--- src/rtl/jtag_pkg.sv ---
// Shared definitions for the JTAG IDCODE reader.
//   state_e    : host-side sequencer states, one per group of TCK rising edges
//   TLR_CYCLES : TMS=1 edges used to force the target into Test-Logic-Reset
//   IDCODE_LEN : default IDCODE register length
//   tms_of()   : TMS level to present for the next rising edge of a state
package jtag_pkg;

   localparam int TLR_CYCLES = 5;
   localparam int IDCODE_LEN = 32;

   typedef enum logic [3:0] {
      IDLE,
      RST,
      RTI,
      SEL_DR,
      CAP_DR,
      SHIFT_ENTRY,
      SHIFT,
      UPDATE,
      IDLE_RTI,
      DONE
   } state_e;

   // last_bit only matters in SHIFT: the final data edge also leaves Shift-DR.
   function automatic logic tms_of(input state_e s, input logic last_bit);
      logic v;
      v = 1'b0;
      case (s)
         RST, SEL_DR, UPDATE: v = 1'b1;
         SHIFT:               v = last_bit;
         default:             v = 1'b0;
      endcase
      return v;
   endfunction

endpackage

--- src/rtl/jtag_tck_gen.sv ---
// TCK generator: divides the system clock down to the JTAG test clock.
//   i_clk, i_rst_n : system clock, asynchronous active-low reset
//   i_en           : run TCK; when low TCK is parked low and the divider cleared
//   o_tck          : JTAG test clock, toggles every CLK_DIV clk while enabled
//   o_rise         : high in the clk cycle whose closing edge takes TCK 0->1
//   o_fall         : high in the clk cycle whose closing edge takes TCK 1->0
module jtag_tck_gen #(
   parameter int CLK_DIV = 2
) (
   input  logic i_clk,
   input  logic i_rst_n,
   input  logic i_en,
   output logic o_tck,
   output logic o_rise,
   output logic o_fall
);

   localparam int CW = (CLK_DIV > 1) ? $clog2(CLK_DIV) : 1;

   logic [CW-1:0] r_cnt;
   logic          r_tck;
   logic          w_wrap;

   assign w_wrap = i_en && (r_cnt == CW'(CLK_DIV - 1));

   always_ff @(posedge i_clk or negedge i_rst_n) begin
      if (!i_rst_n) begin
         r_cnt <= '0;
         r_tck <= 1'b0;
      end else if (!i_en) begin
         r_cnt <= '0;
         r_tck <= 1'b0;
      end else if (w_wrap) begin
         r_cnt <= '0;
         r_tck <= ~r_tck;
      end else begin
         r_cnt <= r_cnt + 1'b1;
      end
   end

   // Strobes lead the TCK transition so the sequencer acts on the same clk edge.
   assign o_rise = w_wrap && !r_tck;
   assign o_fall = w_wrap &&  r_tck;
   assign o_tck  = r_tck;

endmodule

--- src/rtl/jtag_id_reader.sv ---
// JTAG host-side initiator that reads a target's IDCODE.
// On start it walks the target TAP Test-Logic-Reset -> Run-Test/Idle ->
// Shift-DR, shifts DR_LEN bits of TDO in LSB first, then parks the target
// in Run-Test/Idle and presents the result.
//   clk, rst_n : system clock, asynchronous active-low reset
//   start      : one-cycle read request, ignored unless idle
//   busy       : transfer in progress
//   done       : one-cycle pulse when id_code/id_valid update
//   id_code    : captured IDCODE, bit 0 = first bit shifted out
//   id_valid   : id_code[0] (mandatory 1 for a real IDCODE)
//   tck/tms/tdi: JTAG outputs to target (tdi tied low)
//   tdo        : JTAG data from target
module jtag_id_reader
   import jtag_pkg::*;
#(
   parameter int CLK_DIV = 2,
   parameter int DR_LEN  = IDCODE_LEN
) (
   input  logic              clk,
   input  logic              rst_n,
   input  logic              start,
   output logic              busy,
   output logic              done,
   output logic [DR_LEN-1:0] id_code,
   output logic              id_valid,
   output logic              tck,
   output logic              tms,
   output logic              tdi,
   input  logic              tdo
);

   localparam int CW = $clog2(DR_LEN + 1);

   state_e            r_state, w_state_nxt;
   logic [CW-1:0]     r_bit, w_bit_nxt;
   logic              r_tms, w_tms_nxt;
   logic [DR_LEN-1:0] r_sr;
   logic [DR_LEN-1:0] r_id;
   logic              r_valid;
   logic              w_busy, w_rise, w_fall, w_start_ok;

   assign w_busy     = (r_state != IDLE) && (r_state != DONE);
   assign w_start_ok = (r_state == IDLE) && start;

   jtag_tck_gen #(.CLK_DIV(CLK_DIV)) u_tck_gen (
      .i_clk   (clk),
      .i_rst_n (rst_n),
      .i_en    (w_busy),
      .o_tck   (tck),
      .o_rise  (w_rise),
      .o_fall  (w_fall)
   );

   // Each state covers the TCK rising edge(s) that use its TMS level. The
   // state advances on the falling edge after its last rising edge, so the
   // new TMS is launched while TCK is low and is stable for the next rise.
   // r_bit doubles as the TLR repeat counter in RST and the bit counter in SHIFT.
   always_comb begin
      w_state_nxt = r_state;
      w_bit_nxt   = r_bit;
      case (r_state)
         IDLE: if (start) begin
            w_state_nxt = RST;
            w_bit_nxt   = CW'(TLR_CYCLES - 1);
         end
         RST: if (w_fall) begin
            if (r_bit == '0) w_state_nxt = RTI;
            else             w_bit_nxt   = r_bit - 1'b1;
         end
         RTI:    if (w_fall) w_state_nxt = SEL_DR;
         SEL_DR: if (w_fall) w_state_nxt = CAP_DR;
         CAP_DR: if (w_fall) w_state_nxt = SHIFT_ENTRY;
         SHIFT_ENTRY: if (w_fall) begin
            w_state_nxt = SHIFT;
            w_bit_nxt   = CW'(DR_LEN - 1);
         end
         SHIFT: if (w_fall) begin
            if (r_bit == '0) w_state_nxt = UPDATE;
            else             w_bit_nxt   = r_bit - 1'b1;
         end
         UPDATE:   if (w_fall) w_state_nxt = IDLE_RTI;
         IDLE_RTI: if (w_fall) w_state_nxt = DONE;
         DONE:     w_state_nxt = IDLE;
         default:  w_state_nxt = IDLE;
      endcase
      w_tms_nxt = tms_of(w_state_nxt, w_bit_nxt == '0);
   end

   always_ff @(posedge clk or negedge rst_n) begin
      if (!rst_n) begin
         r_state <= IDLE;
         r_bit   <= '0;
         r_tms   <= 1'b1;
         r_sr    <= '0;
         r_id    <= '0;
         r_valid <= 1'b0;
      end else begin
         r_state <= w_state_nxt;
         r_bit   <= w_bit_nxt;
         // TCK is parked low when a read is accepted, so raising TMS for the
         // reset sequence there is as safe as doing it on a falling edge.
         if (w_fall || w_start_ok)
            r_tms <= w_tms_nxt;
         if (w_rise && (r_state == SHIFT))
            r_sr <= {tdo, r_sr[DR_LEN-1:1]};
         if ((r_state == IDLE_RTI) && (w_state_nxt == DONE)) begin
            r_id    <= r_sr;
            r_valid <= r_sr[0];
         end
      end
   end

   assign busy     = w_busy;
   assign done     = (r_state == DONE);
   assign id_code  = r_id;
   assign id_valid = r_valid;
   assign tms      = r_tms;
   assign tdi      = 1'b0;

endmodule

--- config.mk ---
export PLATFORM = sky130hd
export DESIGN_NAME = jtag_id_reader
export DESIGN_NICKNAME = d
export VERILOG_FILES = /design/src/rtl/jtag_pkg.sv /design/src/rtl/jtag_tck_gen.sv /design/src/rtl/jtag_id_reader.sv
export SDC_FILE = /design/constraint.sdc
export NUM_CORES = 1
export LEC_CHECK = 0
export CAP_MARGIN = 20
export CORE_UTILIZATION = 30
export CTS_CLUSTER_DIAMETER = 50
export DETAILED_ROUTE_END_ITERATION = 8
export GPL_TIMING_DRIVEN = 0
export PLACE_DENSITY = 0.59
export RECOVER_POWER = 25
export SLEW_MARGIN = 20
export SYNTH_ARGS = -nofsm -noshare
export SYNTH_HDL_FRONTEND = slang
export SYNTH_HIERARCHICAL = 1
export SYNTH_SLANG_ARGS = --single-unit
--- constraint.sdc ---
create_clock -name clk -period 9.4 [get_ports clk]
set_clock_uncertainty 0.1 [all_clocks]
set_input_delay 1.88 -clock clk [delete_from_list [all_inputs] [get_ports clk]]
set_output_delay 1.88 -clock clk [all_outputs]
set_load 0.02 [all_outputs]
-- Yosys cells after proc, flatten, opt, wreduce, memory -nomap -nowiden
Index checks and enable logic that the tools add are counted.
Widths: inputs -> output; s select.
- register bits: 78
- input bits: 4
- output and inout port bits: 38
- logic and storage cells: 64
- add/sub/neg operators: 2
- equal/unequal tests: 16
- mux-type cells: 22
- bitwise gates (word level): 1
- reductions and logical operators: 15
- operator list (operator ; number):
    $mux 4 ; 11
    $pmux 4 s9 ; 1
    $eq 4x3->1 const B ; 6
    $mux 6 ; 4
    $pmux 6 s3 ; 1
    $eq 4x2->1 const B ; 3
    $eq 4x4->1 const B ; 3
    $logic_not 6->1 ; 2
    $eq 4x1->1 const B ; 2
    $logic_and 1x1->1 ; 7
    $sub 6x1->6 const B ; 1
    $logic_not 4->1 ; 1
    $mux 1 ; 4
    $ne 4x4->1 const B ; 1
    $reduce_bool 4->1 ; 1
    $reduce_or 3->1 ; 1
    $ne 2x2->1 const B ; 1
    $pmux 1 s2 ; 1
    $reduce_or 2->1 ; 1
    $add 1x1->1 const B ; 1
    $logic_not 1->1 ; 1
    $logic_or 1x1->1 ; 1
    $not 1->1 ; 1

-- Depth between registers and ports, before layout
Gate-level depths: netlist of run 1.
- depth in word-level cells: 9
- mapped depth: 12
- gate-level depth less buffers: 9

-- Cells and area by module
The synthesis of run 1 kept the hierarchy.
- modules (own cells, without submodules) (module ; instances ; cells each ; area each (µm²) ; seq. area each (µm²)):
    jtag_id_reader ; 1 ; 261 ; 3349.5 ; 1878.1
    jtag_tck_gen ; 1 ; 8 ; 88.8 ; 50.0

-- Worst setup path before layout of run 1
Ideal clock, no wire load.
- path kind: register -> output
- from: register r_state[3]
- to: output port busy
- arrival: 1.195 ns
- required time: 7.420 ns
- path slack: 6.225 ns
- stages on the path, launching flop included: 5
- buffers on the path: 2
- cell sequence: dfrtp_1 > clkbuf_1 > clkbuf_1 > xnor2_1 > nand2_1
- longest elaborated chain between the ends: 2
- elaborated cells between the ends (all ways): 3
- classes of those cells: eq/ne (1); reduce/logical (2)
- ends and longest elaborated chain (what ; RTL line ; text):
    start, declared ; jtag_id_reader.sv:34 ; state_e r_state, w_state_nxt;
    start signal, assigned ; jtag_id_reader.sv:98 ; r_state <= w_state_nxt;
    $ne 4x4->1 / $reduce_bool 4->1 (equally long branches) ; jtag_id_reader.sv:42 ; assign w_busy = (r_state != IDLE) && (r_state != DONE);
    $logic_and 1x1->1 (*) ; jtag_id_reader.sv:42 ;
    end, declared ; jtag_id_reader.sv:22 ; output logic busy,
Every way passes the cells marked *; elsewhere a longest branch is shown, timed or not.

==> results.rst, run 1 <==
.. list-table::
   :header-rows: 1

   * - Metric
     - Value
   * - Worst-path cell chain
     - clkbuf_1 -> clkbuf_1
   * - Largest area contributor in the synthesized netlist
     - sky130_fd_sc_hd__dfrtp_1
   * - Area enclosed by the die boundary
     - 11900 um^2
   * - Sequential fraction of the synthesis area
     - 56.1%
   * - Headroom to the max-slew limit
     - -34.6%
   * - CTS tree
     - yes
   * - Share of Yosys cell area claimed by the top area cell type
     - 55.3%
   * - Reported max-cap violation count
     - 2
   * - Vias/cell
     - 4.91
   * - Minimum clock period after layout
     - 4.88 ns
   * - CTS root buffer
     - sky130_fd_sc_hd__clkbuf_16
   * - Starting utilization of the core area
     - 31.3%
   * - Detail-routed net length per standard cell
     - 14.1 um
   * - Number of sinks handled by clock tree synthesis
     - 77
   * - Standard-cell row count
     - 38
   * - Cell family with most CP delay
     - buffers and inverters
   * - Synth unique cells
     - 53
   * - Total count of hold-check failures in the final report
     - 0
   * - Flip-flop cell with the highest count after synthesis
     - sky130_fd_sc_hd__dfrtp_1
   * - Largest stage delay on the critical path
     - 1.53 ns
   * - Detailed Place HPWL
     - 4580 um
   * - Number of nets in the layout
     - 327
   * - Worst vdd rail ir drop
     - 0.000111 V
   * - Yosys warnings
     - 6
   * - Critical path's slowest cell
     - sky130_fd_sc_hd__clkbuf_1
   * - Skew-Pair Late Insertion Delay
     - 0.32 ns
   * - Sw frac
     - 17.1%
   * - Core utilization of the finished layout
     - 39.8%
   * - Post-Place Worst Slack
     - 5.48 ns
   * - CTS H-tree lvls
     - 3
   * - RSZ-0062 raised after global routing
     - false
   * - Final setup fails
     - 0
   * - Critical path data required time
     - 9.33 ns
   * - First-pass iteration count of the detailed router
     - 4
   * - Number of antenna repair diodes
     - 0
   * - Fraction of registers with async set or reset after synthesis
     - 100%
   * - Part of the total power dissipated in combinational logic
     - 1.1%
   * - Post-synth EDFFs
     - 0
   * - Post-route antenna net violation count
     - 0
   * - Clock Tree Buf Depth
     - 2
   * - Power Internal
     - 625 uW
   * - Violated checks
     - max-capacitance violations, max-slew violations
   * - Detailed Route Iter0 Violations
     - 153
   * - Number of max-slew violations in the final report
     - 80
   * - Final Routed Wirelength
     - 6550 um
   * - Height of the die
     - 109 um
   * - Number of global-route vias before repair
     - 2355
   * - Highest net fanout along the worst path
     - 39
   * - Actual transition at the worst max-transition pin
     - 2.02 ns
   * - Number of antenna violations at the first check in global routing
     - 0
   * - Setup Total Neg Slack
     - 0 ns
   * - Sequential cell area
     - 1930 um^2
   * - Post-Synthesis Cells
     - 269
   * - Clock-pin transition on the worst setup and hold timing paths
     - 0.06 ns
   * - Clock network fraction of total power
     - 54.9%
   * - Worst hold margin
     - 0.402 ns
   * - Number of buffers inserted by post-CTS setup repair
     - 0
   * - Ratio of cells with drive above 1 in the final layout
     - 29.5%
   * - Overflow after GRT
     - 0
   * - Maximum number of pins on one net before global-route repair
     - 40
   * - Remaining DRCs
     - 0
   * - Area overhead of the layout relative to synthesis
     - 27.2%
   * - Final setup margin
     - 4.52 ns
   * - Number of hold buffers added after cts
     - 0
   * - Maximum frequency from static timing analysis
     - 205 MHz
   * - TritonCTS Buffers
     - 9
   * - Count of instances resized after the clock tree is built
     - 0
   * - Power Dens Cells
     - 172 nW/um^2
   * - Number of I/O port buffers
     - 40
   * - Kind of critical path
     - input port to asynchronous set/reset pin
   * - Net Sw Power
     - 129 uW
   * - Core region area
     - 11000 um^2
   * - Ports
     - 42
   * - Post-synthesis register bit count
     - 77
   * - Most prevalent standard cell on the critical path
     - sky130_fd_sc_hd__clkbuf_1
   * - Period utilization
     - 52.0%
   * - Data arrival time of the critical path
     - 4.81 ns
   * - First-pass GRT wire length
     - 11100 um
   * - Post-synthesis net count
     - 275
   * - Filler cell count
     - 1056
   * - Min-delay worst type
     - register to register
   * - Portion of total power attributed to sequential cells
     - 44.0%
   * - Gp weighted congestion
     - 0.852
   * - Synthesized area divided by synthesized cell count
     - 12.8 um^2
   * - Top post-synthesis cells by area
     - sky130_fd_sc_hd__dfrtp_1 55%, sky130_fd_sc_hd__mux2_2 21%, sky130_fd_sc_hd__nor2_1 1.4%
   * - Critical path endpoint category
     - asynchronous set/reset pin
   * - Type of origin of the critical path
     - input port
   * - Horiz. Die Dim
     - 109 um
   * - Total via count after detailed routing
     - 2283
   * - Leakage power figure
     - 0.00203 uW
   * - Outcome
     - finished, violations left
   * - Synthesized area
     - 3440 um^2
   * - WP buf/inv
     - 2
   * - Total area of multi-input combinational cells
     - 1420 um^2
   * - Gr usage total
     - 12.0%
[stage by stage]
| step | std cells | total power [uW] | cell area (um^2) |
|---|---|---|---|
| final | 465 | 755 | 4370 |
| after floorplan | 269 | 339 | 3440 |
| after global placement | 449 | 347 | 4010 |
| after detailed placement | 450 | 348 | 4030 |
| after global routing | 465 | 779 | 4370 |
| after CTS | 465 | 766 | 4390 |
[power by group through the flow]
| stage | clock [uW] | combinational, uW | sequential, uW |
|---|---|---|---|
| 2_1_floorplan | 0 | 1.28 | 338 |
| 3_3_place_gp | 0 | 9.48 | 338 |
| 3_5_place_dp | 0 | 10.3 | 338 |
| 4_1_cts | 424 | 10.3 | 332 |
| 5_1_grt | 437 | 10.4 | 331 |
| 6_report | 414 | 8.61 | 332 |
[cell families after synthesis]
| family | synth area share, % |
|---|---|
| flip-flops | 56.1 |
| multiplexers | 21.6 |
| AND/OR/NAND/NOR | 10.1 |
| AO/OA/AOI/OAI | 7.64 |
| buffers and inverters | 2.77 |
| XOR/XNOR | 1.02 |
| adder cells (fa/ha/maj) | 0.728 |
| other | 0.109 |
[sequential cells by signal, indices dropped and copies added (netlist names)]
name and count:
u_tck_gen/r_cnt 1, u_tck_gen/o_tck 1, r_sr 32, tms 1
r_bit 6, id_code 32, r_state 4
[final timing paths]
check | start | endpoint | slack [ns] | depth (start not counted)
worst max-delay path | rst_n | id_code[15] | 4.52 | 2
worst min-delay path | id_code[28] | id_code[28] | 0.40 | 1
worst max register to register | r_state[3] | tms | 5.76 | 12
worst min register to register | id_code[28] | id_code[28] | 0.40 | 1
max in group clk | r_state[3] | busy | 5.13 | 5
min in group asynchronous | rst_n | id_code[9] | 2.00 | 1
[worst reg2reg max path: cells and delay by family (launching register included)]
kind            cells  cell delay (ns)
compound gates      4             0.71
flops               1             0.32
buf+inv             3             1.14
xor+xnor            1             0.12
simple gates        4             1.17
[per-layer routing]
layer / track usage [%] / vias to the layer above / part of all wire [%]
met5: 0 / - / 0
met2: 18.9 / 49 / 47
met1: 15.1 / 1161 / 45
met3: 3.47 / 12 / 5.3
met4: 5.31 / 0 / 2.0
li1: - / 1061 / -
[cell usage in the layout, fill, tap and decap left out, types with 2 or more instances in the layout]
| cell type | synthesis | final |
|---|---|---|
| sky130_fd_sc_hd__o21ai_0 | 7 | 7 |
| sky130_fd_sc_hd__ha_1 | 2 | 2 |
| sky130_fd_sc_hd__nand2b_1 | 6 | 6 |
| sky130_fd_sc_hd__nand3_1 | 6 | 6 |
| sky130_fd_sc_hd__nand3b_1 | 2 | 2 |
| sky130_fd_sc_hd__nor3_1 | 2 | 2 |
| sky130_fd_sc_hd__and2_1 | 2 | 2 |
| sky130_fd_sc_hd__or3_1 | 3 | 3 |
| sky130_fd_sc_hd__xnor2_1 | 2 | 2 |
| sky130_fd_sc_hd__clkbuf_16 | 0 | 9 |
| sky130_fd_sc_hd__xor2_1 | 2 | 2 |
| sky130_fd_sc_hd__a31oi_1 | 2 | 2 |
| sky130_fd_sc_hd__inv_1 | 6 | 6 |
| sky130_fd_sc_hd__o22ai_1 | 5 | 5 |
| sky130_fd_sc_hd__or3b_2 | 2 | 2 |
| sky130_fd_sc_hd__clkdlybuf4s50_1 | 0 | 39 |
| sky130_fd_sc_hd__bufinv_16 | 0 | 4 |
| sky130_fd_sc_hd__clkbuf_1 | 10 | 13 |
| sky130_fd_sc_hd__nor2_1 | 13 | 13 |
| sky130_fd_sc_hd__buf_4 | 2 | 2 |
| sky130_fd_sc_hd__dfrtp_1 | 76 | 76 |
| sky130_fd_sc_hd__nor2b_1 | 5 | 5 |
| sky130_fd_sc_hd__mux2_2 | 65 | 65 |
| sky130_fd_sc_hd__nand2_1 | 11 | 11 |
| sky130_fd_sc_hd__a21oi_1 | 7 | 7 |
[cells in the mapped netlist (all sizes together), types with 2 or more instances]
cell / number
a21oi: 8
a22oi: 2
a31oi: 2
and2: 2
buf: 5
clkbuf: 10
dfrtp: 76
ha: 2
inv: 6
mux2: 65
nand2: 11
nand2b: 6
nand3: 6
nand3b: 2
nor2: 13
nor2b: 5
nor3: 2
o21ai: 7
o221ai: 2
o22ai: 5
o31ai: 2
or3: 4
or3b: 2
or4b: 2
xnor2: 2
xor2: 2
[cell type report]
| cell class | instances | share of cell area [%] |
|---|---|---|
| Buffer | 15 | 1.66 |
| Timing Repair Buffer | 41 | 9.10 |
| Clock inverter | 4 | 2.75 |
| Tap cell | 140 | 4.00 |
| Clock buffer | 11 | 5.55 |
| Multi-Input combinational cell | 171 | 32.4 |
| Sequential cell | 77 | 44.1 |
| Inverter | 6 | 0.515 |
(Power assumes the default switching activity.)
==> run 2: changes to the inputs <==
clock period = 4.91 ns   (was 9.4 ns; I/O delays follow)
==> run 2 against run 1 <==
Critical path type is now register to register. Global-route usage unchanged. Combinational power up 110%. The run still ends with max-capacitance violations, max-slew violations left. Largest cell class unchanged. Die area unchanged.
==> results.rst, run 2 (synthesized netlist as in run 1, its figures left out) <==
.. list-table::
   :header-rows: 1

   * - Metric
     - Value
   * - Number of antenna violations at the first check in global routing
     - 0 (unchanged)
   * - Highest net fanout along the worst path
     - 10 (-74%)
   * - Final setup fails
     - 0 (unchanged)
   * - Final non-filler cell total
     - 465 (unchanged)
   * - Topmost layer with routed signal wires
     - met4
   * - Core region area
     - 11000 um^2 (unchanged)
   * - Critical path's slowest cell
     - sky130_fd_sc_hd__or4b_1
   * - Post-layout power
     - 1450 uW (+92%)
   * - Largest stage delay on the critical path
     - 0.56 ns (-0.97 ns)
   * - Final Routed Wirelength
     - 6550 um (about the same)
   * - First-pass iteration count of the detailed router
     - 4 (unchanged)
   * - Number of I/O port buffers
     - 40 (unchanged)
   * - Final setup margin
     - 1.27 ns (-3.25 ns)
   * - Number of buffers inserted by post-CTS setup repair
     - 0 (unchanged)
   * - Vias/cell
     - 4.92 (+0.13%)
   * - Power Dens Cells
     - 329 nW/um^2 (+91%)
   * - Starting utilization of the core area
     - 31.3% (unchanged)
   * - Detailed Place HPWL
     - 4580 um (unchanged)
   * - Number of hold buffers added after cts
     - 0 (unchanged)
   * - Detail-routed net length per standard cell
     - 14.1 um (about the same)
   * - Number of nets in the layout
     - 327 (unchanged)
   * - First-pass GRT wire length
     - 11100 um (unchanged)
   * - Ratio of cells with drive above 1 in the final layout
     - 29.8% (+0.31 points)
   * - CTS tree
     - yes
   * - Period utilization
     - 74.2%
   * - Post-Place Worst Slack
     - 1.35 ns (-4.13 ns)
   * - Worst-path cell chain
     - clkbuf_1 -> clkbuf_1 -> xnor2_1 -> nand2_1 -> and3_2 -> clkbuf_1 -> nand2_1 -> o2bb2ai_1 -> o21a_1 -> o22ai_1 -> or4b_1 -> o31ai_2
   * - Skew-Pair Late Insertion Delay
     - 0.32 ns (about the same)
   * - Number of antenna repair diodes
     - 0 (unchanged)
   * - Part of the total power dissipated in combinational logic
     - 1.3% (+0.2 points)
   * - Post-route antenna net violation count
     - 0 (unchanged)
   * - Number of max-slew violations in the final report
     - 39 (-51%)
   * - Data arrival time of the critical path
     - 3.77 ns (-1.04 ns)
   * - Area enclosed by the die boundary
     - 11900 um^2 (unchanged)
   * - Portion of total power attributed to sequential cells
     - 43.9% (about the same)
   * - Detailed Route Iter0 Violations
     - 153 (unchanged)
   * - Kind of critical path
     - register to register
   * - Minimum clock period after layout
     - 3.64 ns
   * - Horiz. Die Dim
     - 109 um (unchanged)
   * - Overflow after GRT
     - 0 (unchanged)
   * - Clock Tree Buf Depth
     - 2 (unchanged)
   * - Type of origin of the critical path
     - register
   * - Total count of hold-check failures in the final report
     - 0 (unchanged)
   * - Number of sinks handled by clock tree synthesis
     - 77 (unchanged)
   * - Actual transition at the worst max-transition pin
     - 2.04 ns (+0.0189 ns)
   * - Critical path data required time
     - 5.04 ns (-4.29 ns)
   * - Leakage power figure
     - 0.00204 uW (+0.41%)
   * - Most common cell after layout, fill and taps aside
     - sky130_fd_sc_hd__dfrtp_1
   * - Gp weighted congestion
     - 0.852 (unchanged)
   * - Gr usage total
     - 12.0% (unchanged)
   * - Routed wl met2
     - 3110 um (about the same)
   * - Headroom to the max-slew limit
     - -35.9% (-1.3 points)
   * - Cell family with most CP delay
     - simple AND/OR/NAND/NOR gates
   * - TritonCTS Buffers
     - 9 (unchanged)
   * - Min-delay worst type
     - register to register
   * - Reported max-cap violation count
     - 1 (-1)
   * - Clock-pin transition on the worst setup and hold timing paths
     - 0.06 ns (about the same)
   * - Total via count after detailed routing
     - 2286 (+0.13%)
   * - Most prevalent standard cell on the critical path
     - sky130_fd_sc_hd__clkbuf_1
   * - Standard-cell row count
     - 38 (unchanged)
   * - Violated checks
     - max-capacitance violations, max-slew violations
   * - Maximum number of pins on one net before global-route repair
     - 40 (unchanged)
   * - Clock network fraction of total power
     - 54.8% (about the same)
   * - Power Internal
     - 1200 uW (+92%)
   * - Sw frac
     - 17.2% (about the same)
   * - Remaining DRCs
     - 0 (unchanged)
   * - Maximum frequency from static timing analysis
     - 275 MHz
   * - Count of instances resized after the clock tree is built
     - 0 (unchanged)
   * - Net Sw Power
     - 248 uW (+92%)
   * - Worst vdd rail ir drop
     - 0.000212 V (+92%)
   * - RSZ-0062 raised after global routing
     - false
   * - Slack of the worst reg-to-reg path
     - 1.27 ns (-4.49 ns)
   * - Critical path endpoint category
     - register
   * - CTS root buffer
     - sky130_fd_sc_hd__clkbuf_16
   * - CTS H-tree lvls
     - 3 (unchanged)
   * - Cell count after placement
     - 450 (unchanged)
   * - Height of the die
     - 109 um (unchanged)
   * - Area overhead of the layout relative to synthesis
     - 27.7%
   * - Commonest cells after routing, fill and taps aside
     - 76 x sky130_fd_sc_hd__dfrtp_1, 65 x sky130_fd_sc_hd__mux2_2, 39 x sky130_fd_sc_hd__clkdlybuf4s50_1
   * - WP buf/inv
     - 3 (+1)
   * - Amount of wire on met3 after detailed routing
     - 336 um (-2.6%)
   * - M1 wire length
     - 2970 um (+0.24%)
   * - Setup Total Neg Slack
     - 0 ns (unchanged)
   * - Number of global-route vias before repair
     - 2355 (unchanged)
   * - Outcome
     - finished, violations left
   * - Ports
     - 42 (unchanged)
[run 2: changes by cell type in the layout (fill, tap and decap cells not counted), sizes merged]
cell | previous run | this run
buf | 5 | 6
clkbuf | 23 | 22
[run 2: layout make-up]
type	count	area, um^2
Multi-Input combinational cell	171	1420
Buffer	15	72.6
Sequential cell	77	1930
Inverter	6	22.5
Clock inverter	4	120
Fill cell	1053	6590
Timing Repair Buffer	41	414
Tap cell	140	175
Clock buffer	11	243
[run 2: worst paths after layout]
check,cells after the start,endpoint,startpoint
max in group asynchronous,1,r_bit[3],rst_n
min in group asynchronous,1,id_code[9],rst_n
setup reg to reg,12,tms,r_state[3]
setup / recovery,12,tms,r_state[3]
hold / removal,1,id_code[28],id_code[28]
hold reg to reg,1,id_code[28],id_code[28]
[run 2: power by group through the flow]
| stage | Sequential [uW] | Clock [uW] | Combinational, uW |
|---|---|---|---|
| 4_1_cts | 635 | 812 | 19.7 |
| 6_report | 635 | 793 | 18.3 |
| 3_5_place_dp | 646 | 0 | 19.8 |
| 5_1_grt | 634 | 837 | 21.8 |
| 3_3_place_gp | 646 | 0 | 18.2 |
| 2_1_floorplan | 646 | 0 | 2.45 |
[run 2: layer usage]
metal | up-vias | global-route usage, %
met4 | 0 | 5.31
met5 | - | 0
met2 | 51 | 18.9
met3 | 12 | 3.47
met1 | 1162 | 15.1
li1 | 1061 | -
[run 2: metrics by stage]
| stage | hold WS (ns) | cell area (um^2) | util (%) |
|---|---|---|---|
| after detailed placement | 0.392 | 4030 | 36.7 |
| after global placement | 0.391 | 4010 | 36.5 |
| after floorplan | 0.377 | 3440 | - |
| after CTS | 0.405 | 4390 | 40.0 |
| after global routing | 0.414 | 4390 | 40.0 |
| final | 0.402 | 4390 | 40.0 |
[run 2: worst reg2reg max path, cell delays in order (launching register included)]
cell and delay, ns:
sky130_fd_sc_hd__dfrtp_1 0.32, sky130_fd_sc_hd__clkbuf_1 0.34, sky130_fd_sc_hd__clkbuf_1 0.43, sky130_fd_sc_hd__xnor2_1 0.12
sky130_fd_sc_hd__nand2_1 0.14, sky130_fd_sc_hd__and3_2 0.28, sky130_fd_sc_hd__clkbuf_1 0.37, sky130_fd_sc_hd__nand2_1 0.19
sky130_fd_sc_hd__o2bb2ai_1 0.19, sky130_fd_sc_hd__o21a_1 0.16, sky130_fd_sc_hd__o22ai_1 0.11, sky130_fd_sc_hd__or4b_1 0.56
sky130_fd_sc_hd__o31ai_2 0.25
